==> src/rtl/uart_tx_arbiter.sv <==
// Round-robin, packet-locking arbiter that multiplexes several byte-stream
// requesters onto the single UART TX FIFO write port, with a per-grant burst limit.
module uart_tx_arbiter #(
    parameter int unsigned N_REQ     = 4,
    parameter int unsigned DATA_W    = 8,
    parameter int unsigned MAX_BURST = 16
) (
    input  logic                        clk,
    input  logic                        rst,
    input  logic [N_REQ-1:0]            req_valid,
    input  logic [N_REQ*DATA_W-1:0]     req_data,
    input  logic [N_REQ-1:0]            req_last,
    output logic [N_REQ-1:0]            req_ready,
    input  logic                        tx_fifo_full,
    output logic                        tx_wr_en,
    output logic [DATA_W-1:0]           tx_wr_data,
    output logic [$clog2(N_REQ)-1:0]    grant_id,
    output logic                        busy
);

    localparam int unsigned GW = $clog2(N_REQ);
    localparam int unsigned CW = $clog2(MAX_BURST + 1);

    typedef enum logic {
        IDLE,
        LOCKED
    } state_t;

    state_t            r_state;
    state_t            w_state_nxt;
    logic [GW-1:0]     r_rr_ptr;
    logic [GW-1:0]     w_rr_ptr_nxt;
    logic [GW-1:0]     r_grant_id;
    logic [GW-1:0]     w_grant_id_nxt;
    logic [CW-1:0]     r_burst_cnt;
    logic [CW-1:0]     w_burst_cnt_nxt;
    logic [CW-1:0]     w_cnt_inc;
    logic [GW-1:0]     w_sel;
    logic [GW-1:0]     w_cand;
    logic              w_any;
    int unsigned       w_idx;
    logic              w_xfer;
    logic              w_release;
    logic [DATA_W-1:0] w_lane;

    // Scan upward from rr_ptr with wrap; the first valid requester wins.
    always_comb begin
        w_any  = 1'b0;
        w_sel  = '0;
        w_idx  = 0;
        w_cand = '0;
        for (int unsigned i = 0; i < N_REQ; i++) begin
            w_idx = 32'(r_rr_ptr) + i;
            if (w_idx >= N_REQ) begin
                w_idx = w_idx - N_REQ;
            end
            w_cand = GW'(w_idx);
            if (!w_any && req_valid[w_cand]) begin
                w_any = 1'b1;
                w_sel = w_cand;
            end
        end
    end

    assign w_lane    = req_data[r_grant_id*DATA_W +: DATA_W];
    assign w_cnt_inc = r_burst_cnt + CW'(1);
    assign w_xfer    = (r_state == LOCKED) && req_valid[r_grant_id] && !tx_fifo_full;
    // Packet end and burst limit on the same byte collapse into one release.
    assign w_release = w_xfer && (req_last[r_grant_id] || (w_cnt_inc == CW'(MAX_BURST)));

    always_ff @(posedge clk or posedge rst) begin
        if (rst) begin
            r_state     <= IDLE;
            r_rr_ptr    <= '0;
            r_grant_id  <= '0;
            r_burst_cnt <= '0;
        end else begin
            r_state     <= w_state_nxt;
            r_rr_ptr    <= w_rr_ptr_nxt;
            r_grant_id  <= w_grant_id_nxt;
            r_burst_cnt <= w_burst_cnt_nxt;
        end
    end

    always_comb begin
        w_state_nxt     = r_state;
        w_rr_ptr_nxt    = r_rr_ptr;
        w_grant_id_nxt  = r_grant_id;
        w_burst_cnt_nxt = r_burst_cnt;
        case (r_state)
            IDLE: begin
                if (w_any) begin
                    w_state_nxt     = LOCKED;
                    w_grant_id_nxt  = w_sel;
                    w_burst_cnt_nxt = '0;
                end
            end
            LOCKED: begin
                if (w_xfer) begin
                    w_burst_cnt_nxt = w_cnt_inc;
                end
                if (w_release) begin
                    w_state_nxt  = IDLE;
                    w_rr_ptr_nxt = (r_grant_id == GW'(N_REQ - 1)) ? '0 : r_grant_id + GW'(1);
                end
            end
            default: w_state_nxt = IDLE;
        endcase
    end

    always_comb begin
        req_ready  = '0;
        tx_wr_en   = 1'b0;
        tx_wr_data = '0;
        busy       = (r_state == LOCKED);
        if (r_state == LOCKED) begin
            req_ready[r_grant_id] = !tx_fifo_full;
        end
        if (w_xfer) begin
            tx_wr_en   = 1'b1;
            tx_wr_data = w_lane;
        end
    end

    assign grant_id = r_grant_id;

endmodule

==> config.mk <==
export PLATFORM = sky130hd
export DESIGN_NAME = uart_tx_arbiter
export DESIGN_NICKNAME = d
export VERILOG_FILES = /design/src/rtl/uart_tx_arbiter.sv
export SDC_FILE = /design/constraint.sdc
export NUM_CORES = 1
export LEC_CHECK = 0
export CAP_MARGIN = 20
export CORE_MARGIN = 5
export CORE_UTILIZATION = 39
export DETAILED_ROUTE_END_ITERATION = 16
export PLACE_DENSITY = 0.83
export SLEW_MARGIN = 20
export SYNTH_ARGS = -nofsm -noshare
export SYNTH_HDL_FRONTEND = slang
export SYNTH_SLANG_ARGS = --single-unit
==> constraint.sdc <==
create_clock -name clk -period 2.9 [get_ports clk]
set_clock_uncertainty 0.15 [all_clocks]
set_input_delay 0.725 -clock clk [delete_from_list [all_inputs] [get_ports clk]]
set_output_delay 0.725 -clock clk [all_outputs]
set_load 0.005 [all_outputs]
# Word level (Yosys, flattened, before mapping)
# Index checks and enable logic that the tools add are counted.
[totals] reg_bits=10 in_bits=43 out_inout_bits=16 elab_cells=81
[op_classes] n_addsub=9 magnitude_cmp=10 n_eq_ne=4 n_shift=1 muxes=36 n_bitwise=2 reduce_logical=15
[op_table] operator="$shiftx A32 B6 Y8" count=1
[op_table] operator="$mux W2" count=9
[op_table] operator="$lt A2 B3 Y1 const B" count=5
[op_table] operator="$mux W1" count=14
[op_table] operator="$bmux W1 S2" count=6
[op_table] operator="$mux W5" count=2
[op_table] operator="$pmux W5 S2" count=1
[op_table] operator="$ge A3 B3 Y1 const B" count=3
[op_table] operator="$mux W8" count=1
[op_table] operator="$sub A2 B1 Y2 const B" count=4
[op_table] operator="$logic_and A1 B1 Y1" count=7
[op_table] operator="$add A2 B2 Y3 const B" count=2
[op_table] operator="$reduce_and A2 Y1" count=3
[op_table] operator="$add A5 B1 Y5 const B" count=1
[op_table] operator="$eq A5 B5 Y1 const B" count=1
[op_table] operator="$and A4 B4 Y4" count=1
[op_table] operator="$logic_not A1 Y1" count=4
[op_table] operator="$mux W4" count=1
[op_table] operator="$add A2 B1 Y3 const B" count=1
[op_table] operator="$ge A2 B3 Y1 const B" count=1
[op_table] operator="$add A2 B1 Y2 const B" count=1
[op_table] operator="$demux W1 S2" count=1
[op_table] operator="$eq A2 B2 Y1 const B" count=1
[op_table] operator="$ge A2 B1 Y1 const B" count=1
[op_table] operator="other kinds (5)" count=5

# Longest topological paths before layout
# Gate-level depths: netlist (run 1).
[depth] depth_word=16 ltp_mapped=5 depth_no_buf=5

# Worst setup path before layout (run 1)
# OpenSTA, ideal clock, no wires.
[synth_timing] path_kind="in2out" start="input req_valid[3]" end="output tx_wr_data[0]" arrival_time_ps=1486 required_ps=2025 slack_ps=539 path_stages=2 path_buffers=0 path_cell_list="mux4_2 -> and3_2"
[synth_via] elab_chain_cells=5
[synth_rtl] item="start, declared" line_no="10" rtl="input logic [N_REQ-1:0] req_valid,"
[synth_rtl] item="$bmux W1 S2" line_no="67" rtl="assign w_xfer = (r_state == LOCKED) && req_valid[r_grant_id] && !tx_fifo_full;"
[synth_rtl] item="$mux W1 (not written as such)" line_no="67"
[synth_rtl] item="$logic_and A1 B1 Y1 (2 in a row)" line_no="67"
[synth_rtl] item="$mux W8" line_no="119" rtl="if (w_xfer) begin"
[synth_rtl] item="end, declared" line_no="16" rtl="output logic [DATA_W-1:0] tx_wr_data,"
# No other way between the ends. The select of a mux whose other input is x is not followed.

# Worst setup path after layout (run 1)
[layout_timing] start="input req_valid[3]" end="output tx_wr_data[2]"
# Same word-level chain as after synthesis.

==> Flow_metrics.wiki, run 1 <==
{| class="wikitable"
! Metric !! Value
|-
| Number of core rows || 18
|-
| Clock network power share || 11.2%
|-
| Post-synthesis register bit count || 10
|-
| Root Buffer || clkbuf_4
|-
| DR top layer || met4
|-
| Main synth FF type || dfrtp_1
|-
| Synth top cells by count || nand2_1 (12), dfrtp_1 (10), mux4_2 (9)
|-
| Most common cell in the netlist || nand2_1
|-
| Beginning of the worst hold path || r_burst_cnt[2]
|-
| Vias in the first global route || 1098
|-
| Die width || 59.6 µm
|-
| Final estimated routing congestion in global placement || ~0.8
|-
| Clock tree from TritonCTS || done
|-
| Worst R2R Start || grant_id[0]
|-
| Post-detailed-route count of antenna-violating nets || 0
|-
| Violation count after the first detailed-route iteration || 73
|-
| Count of filler cells inserted in the layout || 164
|-
| Upper clock frequency limit || 347 MHz
|-
| Worst hold-check path type || reg2reg
|-
| Sum of negative setup slack || 0 ps
|-
| Share of synthesized registers carrying an async set or reset || 100%
|-
| Syn Nets || 143
|-
| Switching power total || about 0.42 mW
|-
| Met3 Wirelength || roughly 370 µm
|-
| Clock buffer count from CTS || 3
|-
| Post-synth EDFFs || 0
|-
| Die Outline Area || 0.00355 mm²
|-
| Leakage power of the design || 0.804 nW
|-
| Transition at the pin with the smallest max-transition slack || 357 ps
|-
| WP data arrival || around 2000 ps
|-
| Launching element of the worst setup path || req_valid[3]
|-
| Detailed Place HPWL || 2470 µm
|-
| Clk slew on worst S/H paths || about 60 ps
|-
| Post-synth top area share || 26.1%
|-
| CTS Hold Buffers Added || 0
|-
| Count of maximum capacitance violations || 0
|-
| Type of origin of the critical path || input port
|-
| Total standard cell area after synthesis || 960 µm²
|-
| Gr ovfl total || 0
|-
| M1 wire length || 1360 µm
|-
| Proportion of synthesized chip area in sequential cells || a little over a quarter
|-
| Average routed wire per standard cell || 17.4 µm
|-
| Data required time of the worst path || 2030 ps
|-
| Number of clock sinks seen by CTS || 10
|-
| Num ports || 59
|-
| Reg-to-Reg End || r_rr_ptr[0]
|-
| Internal Power || 0.711 mW
|-
| Switching fraction of total power || 37.2%
|-
| Number of pins exceeding their max-slew limit in the final report || 0
|-
| Share of total power in sequential cells || approximately a quarter
|-
| Area of all placed cells without fillers || 0.00174 mm²
|-
| # port buffers || 58
|-
| Total area of multi-input combinational cells || 697 µm²
|-
| Final period demand of the worst path || about 2900 ps
|-
| Part of the cycle the worst path needs || roughly 99%
|-
| Post-Place Cell Area || 0.00164 mm²
|-
| Vertical die dimension || approximately 60 µm
|-
| Global Route Usage Sum || 19.6%
|-
| Wire length on met2 || about 1600 µm
|-
| Kind of end point of the critical path || primary output
|-
| Reg area || 250 µm²
|-
| Largest net degree at the start of global routing || 14
|-
| Core Area || 0.00241 mm²
|-
| Worst Reg-to-Reg Cells || 6
|-
| Inserted Diodes || 0
|-
| Fraction of final layout cells sized beyond drive strength 1 || 25.7%
|-
| Count of endpoints failing hold in the final timing report || 0
|-
| Power per cell area || 651 mW/mm²
|-
| Wire length after detailed routing || ~3400 µm
|-
| Initial core utilization || 39.8%
|-
| Worst-path maximum fanout || 4
|-
| Cell variety after synth || 30
|-
| Status || completed
|-
| Setup Crit Path Kind || in2out
|-
| Insertion delay to the later sink of the worst-skew pair || between 200 and 300 ps
|-
| First-pass GRT wire length || 5170 µm
|-
| Drt first pass iters || 4
|-
| Synthesized instance count || 95
|-
| Minimum setup slack among reg-to-reg paths || 800 ps
|-
| Largest cells by area after synthesis || dfrtp_1 (26%), mux4_2 (21%), ha_1 (6.5%)
|-
| Unrepaired setup endpoints after global routing || false
|-
| Hold endpoint || r_burst_cnt[2]
|-
| Count of H-tree levels built during CTS || 1
|-
| Antenna violations before repair || 0
|-
| DRC || 0
|-
| Number of warnings issued by yosys || 0
|-
| Per-cell via count in the routed design || approximately 5.4
|-
| Worst-case headroom to the max-slew limit || about three quarters
|-
| Growth of design area from synthesis to finish || 81.1%
|-
| Cell depth of the worst min-delay path || 1
|-
| Buffer levels on the longest clock path || 2
|-
| Total vias in the final route || 1071
|-
| NumNets Final || 216
|-
| Leading area contributor after synthesis || dfrtp_1
|-
| Setup violation total in the final timing report || 0
|-
| Mean instance size in the synthesized netlist || 10.1 µm²
|-
| Combinational power share || 64.9%
|-
| Worst VDD drop || 560 µV
|}
[cells in the final DEF, fill, tap and decap left out, types with 2 or more instances in the layout]
master / instances
clkdlybuf4s50_1: 40
nand2_1: 12
mux4_2: 11
buf_4: 11
dfrtp_1: 10
inv_1: 7
o21ai_0: 6
dlygate4sd2_1: 6
clkdlybuf4s15_1: 6
nor2_1: 5
and3_4: 5
ha_1: 5
and2_1: 4
dlymetal6s2s_1: 4
nand3_1: 3
a21oi_1: 3
and3_2: 3
clkbuf_4: 3
nor2b_1: 2
xor2_1: 2
o22ai_1: 2
mux2_4: 2
[power groups by stage]
| stage | clock network [mW] | registers (mW) | logic, mW |
|---|---|---|---|
| floorplan | 0 | 0.256 | 0.399 |
| global placement | 0 | 0.259 | 0.689 |
| detailed placement | 0 | 0.266 | 0.708 |
| CTS | 0.130 | 0.270 | 0.736 |
| global route | 0.140 | 0.283 | 0.797 |
| finish | 0.126 | 0.271 | 0.734 |
[layout make-up]
class	count	area share [%]
inverter	8	2.02
clock buffer	4	2.09
tap	30	2.16
timing repair buffer	70	39.2
sequential	10	14.4
multi-input combinational	75	40.1
[sequential cells by signal, summed over array words and instances (netlist names)]
signal / flops
grant_id: 2
r_rr_ptr: 2
busy: 1
r_burst_cnt: 5
[per-stage QoR]
step | total power, mW | std cells | worst slack [ps] | util, % | hold slack (ps)
after global placement | 0.949 | 189 | -386 | 68.2 | 365
after detailed placement | 0.974 | 189 | -407 | 68.2 | 383
after global routing | 1.22 | 197 | 3.23 | 72.1 | 467
after CTS | 1.14 | 197 | 0.819 | 71.7 | 399
final | 1.13 | 197 | 17.8 | 72.1 | 401
after floorplan | 0.655 | 95 | 539 | - | 346
[per-layer routing]
layer  GRT usage [%]  vias up
met2            34.8       67
li1                -      496
met5               0        -
met3            5.45        8
met1            22.0      500
met4            7.91        0
[cells by family (layout without fill, tap and decap cells)]
| group | count (synthesis) | after routing | synth area share [%] |
|---|---|---|---|
| adder cells (fa/ha/maj) | 5 | 5 | 6.52 |
| buffers and inverters | 11 | 82 | 5.22 |
| multiplexers | 12 | 13 | 27.0 |
| XOR/XNOR | 2 | 2 | 1.83 |
| flip-flops | 10 | 10 | 26.1 |
| AND/OR/NAND/NOR | 40 | 40 | 23.3 |
| AO/OA/AOI/OAI | 15 | 15 | 10.0 |
[critical path, stage by stage]
cell             delay (ps)
dlygate4sd2_1           280
mux4_2                  580
and3_2                  230
clkdlybuf4s15_1         200
[worst max-delay path by stage]
stage	endpoint	slack (ps)	cells after the start
floorplan	tx_wr_data[0]	540	2
global placement	tx_wr_data[0]	-390	4
detailed placement	tx_wr_data[3]	-410	4
CTS	tx_wr_data[3]	0.8	4
global route	tx_wr_data[7]	3	4
finish	tx_wr_data[2]	20	4
[what timing repair did]
item,CTS,global route
gates resized for setup,28,7
setup buffers,3,0
gates cloned,1,0
pin swaps,1,2
endpoints found under the hold margin,0,0
endpoints found under the setup margin,13,6
Power figures use the tool's default switching activity.
==> run 2, diff against run 1 <==
Settings changed: REMOVE_ABC_BUFFERS from default to 1, TNS_END_PERCENT from default to 100.
==> Flow_metrics.wiki, run 2 (synthesized netlist as in run 1, its figures left out) <==
{| class="wikitable"
! Metric !! Value
|-
| Status || completed
|-
| Root Buffer || clkbuf_4
|-
| Count of maximum capacitance violations || 0 (unchanged)
|-
| Most common library cell in the layout ignoring fill and taps || clkdlybuf4s50_1
|-
| Cell depth of the worst min-delay path || 1 (unchanged)
|-
| Insertion delay to the later sink of the worst-skew pair || 260 ps (about the same)
|-
| Clock tree from TritonCTS || done
|-
| Vias in the first global route || 1161 (+5.7%)
|-
| CTS Hold Buffers Added || 0 (unchanged)
|-
| Power per cell area || 651 mW/mm² (about the same)
|-
| Count of endpoints failing hold in the final timing report || 0 (unchanged)
|-
| Worst R2R Start || grant_id[0]
|-
| Setup violation total in the final timing report || 0 (unchanged)
|-
| Number of clock sinks seen by CTS || 10 (unchanged)
|-
| Crit path max-delay family || buffers and inverters
|-
| Die width || 59.6 µm (unchanged)
|-
| Fraction of final layout cells sized beyond drive strength 1 || 28.6% (+2.8 points)
|-
| Upper clock frequency limit || 349 MHz (+0.58%)
|-
| Count of H-tree levels built during CTS || 1 (unchanged)
|-
| Worst path depth || 4 (unchanged)
|-
| Part of the cycle the worst path needs || 98.8% (-0.57 points)
|-
| Slowest cell delay on critical path || 450 ps (-130 ps)
|-
| NumNets Final || 217 (+0.46%)
|-
| Max FFs per register || 5 (unchanged)
|-
| Final period demand of the worst path || 2870 ps (-16.5 ps)
|-
| Inserted Diodes || 0 (unchanged)
|-
| Violation count after the first detailed-route iteration || 102 (+40%)
|-
| DRC || 0 (unchanged)
|-
| Die Outline Area || 0.00355 mm² (unchanged)
|-
| Vertical die dimension || 59.6 µm (unchanged)
|-
| Final estimated routing congestion in global placement || 0.831 (+4.0%)
|-
| Worst-path maximum fanout || 1 (-3)
|-
| Setup Crit Path Kind || in2out
|-
| Area of all placed cells without fillers || 0.00171 mm² (-1.8%)
|-
| Crit path buf inv count || 2 (unchanged)
|-
| Clock buffer count from CTS || 3 (unchanged)
|-
| Top reg by flops || r_burst_cnt
|-
| Growth of design area from synthesis to finish || 77.8%
|-
| Antenna violations before repair || 0 (unchanged)
|-
| Num ports || 59 (unchanged)
|-
| WP data arrival || 1990 ps (-20 ps)
|-
| Gr ovfl total || 0 (unchanged)
|-
| Wire length after detailed routing || 3410 µm (-0.35%)
|-
| Worst-path cell with the longest stage delay || mux4_2
|-
| Transition at the pin with the smallest max-transition slack || 390 ps (+33.1 ps)
|-
| Largest net degree at the start of global routing || 12 (-2)
|-
| Utilization of the core after routing || 70.8% (-1.3 points)
|-
| Post-Place Cell Area || 0.00165 mm² (+0.46%)
|-
| Leakage power of the design || 0.807 nW (+0.40%)
|-
| Data required time of the worst path || 2030 ps (about the same)
|-
| Clk slew on worst S/H paths || 70 ps (about the same)
|-
| Unrepaired setup endpoints after global routing || false
|-
| Count of filler cells inserted in the layout || 183 (+12%)
|-
| Drt first pass iters || 4 (unchanged)
|-
| Most used cells in the layout excluding fill and tap cells || clkdlybuf4s50_1 (39), nand2_1 (12), buf_4 (12)
|-
| Type of origin of the critical path || input port
|-
| Core Area || 0.00241 mm² (unchanged)
|-
| Number of pins exceeding their max-slew limit in the final report || 0 (unchanged)
|-
| Worst VDD drop || 469 µV (-16%)
|-
| Global Route Usage Sum || 19.6% (about the same)
|-
| Initial core utilization || 39.8% (unchanged)
|-
| Worst hold-check path type || reg2reg
|-
| Average routed wire per standard cell || 17.2 µm (-0.85%)
|-
| Kind of end point of the critical path || primary output
|-
| Per-cell via count in the routed design || 5.44 (+0.15%)
|-
| Buffer levels on the longest clock path || 2 (unchanged)
|-
| Detailed Place HPWL || 2660 µm (+7.4%)
|-
| Worst-case headroom to the max-slew limit || 74.0% (-2.0 points)
|-
| # port buffers || 58 (unchanged)
|-
| Cell breakdown of the critical path || clkdlybuf4s50_1 -> mux4_2 -> and3_2 -> clkdlybuf4s15_1
|-
| First-pass GRT wire length || 5260 µm (+1.7%)
|-
| Number of core rows || 18 (unchanged)
|-
| Post-detailed-route count of antenna-violating nets || 0 (unchanged)
|-
| Sum of negative setup slack || 0 ps (unchanged)
|-
| Launching element of the worst setup path || req_data[4]
|-
| Minimum setup slack among reg-to-reg paths || 810 ps (about the same)
|-
| Total vias in the final route || 1078 (+0.65%)
|-
| Worst Reg-to-Reg Cells || 7 (+1)
|-
| Critical path endpoint || tx_wr_data[4]
|-
| Reg-to-Reg End || r_rr_ptr[1]
|}
==> run 2: changes by cell type in the layout (fill, tap and decap cells not counted) <==
cell	change
clkbuf_2	+5
clkdlybuf4s15_1	-4
and3_2	+2
and3_4	-2
dlygate4sd2_1	+2
buf_4	+1
clkdlybuf4s15_2	-1
clkdlybuf4s50_1	-1
dlymetal6s2s_1	-1
==> run 2: area by class of cell <==
cell class | count | area, µm² | area share, %
clock buffer | 4 | 36.3 | 2.13
inverter | 8 | 35.0 | 2.05
multi-input combinational | 75 | 689 | 40.4
sequential | 10 | 250 | 14.7
tap | 30 | 37.5 | 2.20
timing repair buffer | 71 | 658 | 38.6
==> run 2: how the worst min path moves through the flow <==
stage,slack [ps],end,startpoint
after global routing,450,r_burst_cnt[2],r_burst_cnt[2]
final,390,r_burst_cnt[2],r_burst_cnt[2]
after floorplan,350,r_burst_cnt[2],r_burst_cnt[2]
after global placement,370,r_burst_cnt[4],r_burst_cnt[4]
after detailed placement,380,r_burst_cnt[2],r_burst_cnt[2]
after CTS,390,r_burst_cnt[2],r_burst_cnt[2]
==> run 2: metal layers <==
metal  vias to the layer above  share of wire [%]  GRT usage (%)
li1                        495                  -              -
met1                       516                 36           22.6
met2                        63                 49           34.5
met3                         4                 15           5.23
met4                         0               0.88           7.59
met5                         -                  0              0
==> run 2: timing repair <==
action	4_1_cts	5_1_grt
resized for setup	28	10
gates cloned	1	0
pin swaps	1	0
setup endpoints to repair	13	9
buffers inserted	2	1
==> run 2: power breakdown <==
group,switching [mW],internal [mW]
combinational,0.288,0.433
sequential,0.0767,0.192
clock,0.0464,0.0762
==> run 2: stage by stage <==
step	total power [mW]	instances	worst slack (ps)	hold slack [ps]
after global routing	1.20	198	18.7	446
final	1.11	198	34.4	395
after CTS	1.12	197	5.69	395
after floorplan	0.640	92	395	346
after global placement	0.959	190	-370	375
after detailed placement	0.986	190	-422	383
==> run 2: worst register-to-register path, cell delays in order (launching register included) <==
cell	delay (ps)
dfrtp_1	390
buf_12	160
mux4_2	590
nand2_4	120
inv_6	30
buf_4	140
o21ai_4	80
mux2_4	320
==> run 3, diff against run 2 <==
Settings changed: CTS_CLUSTER_SIZE from default to 24, HOLD_SLACK_MARGIN from default to 0.1.
==> results of run 3 <==
Same layout as run 2: the final DEF is identical, and so are final timing and power.
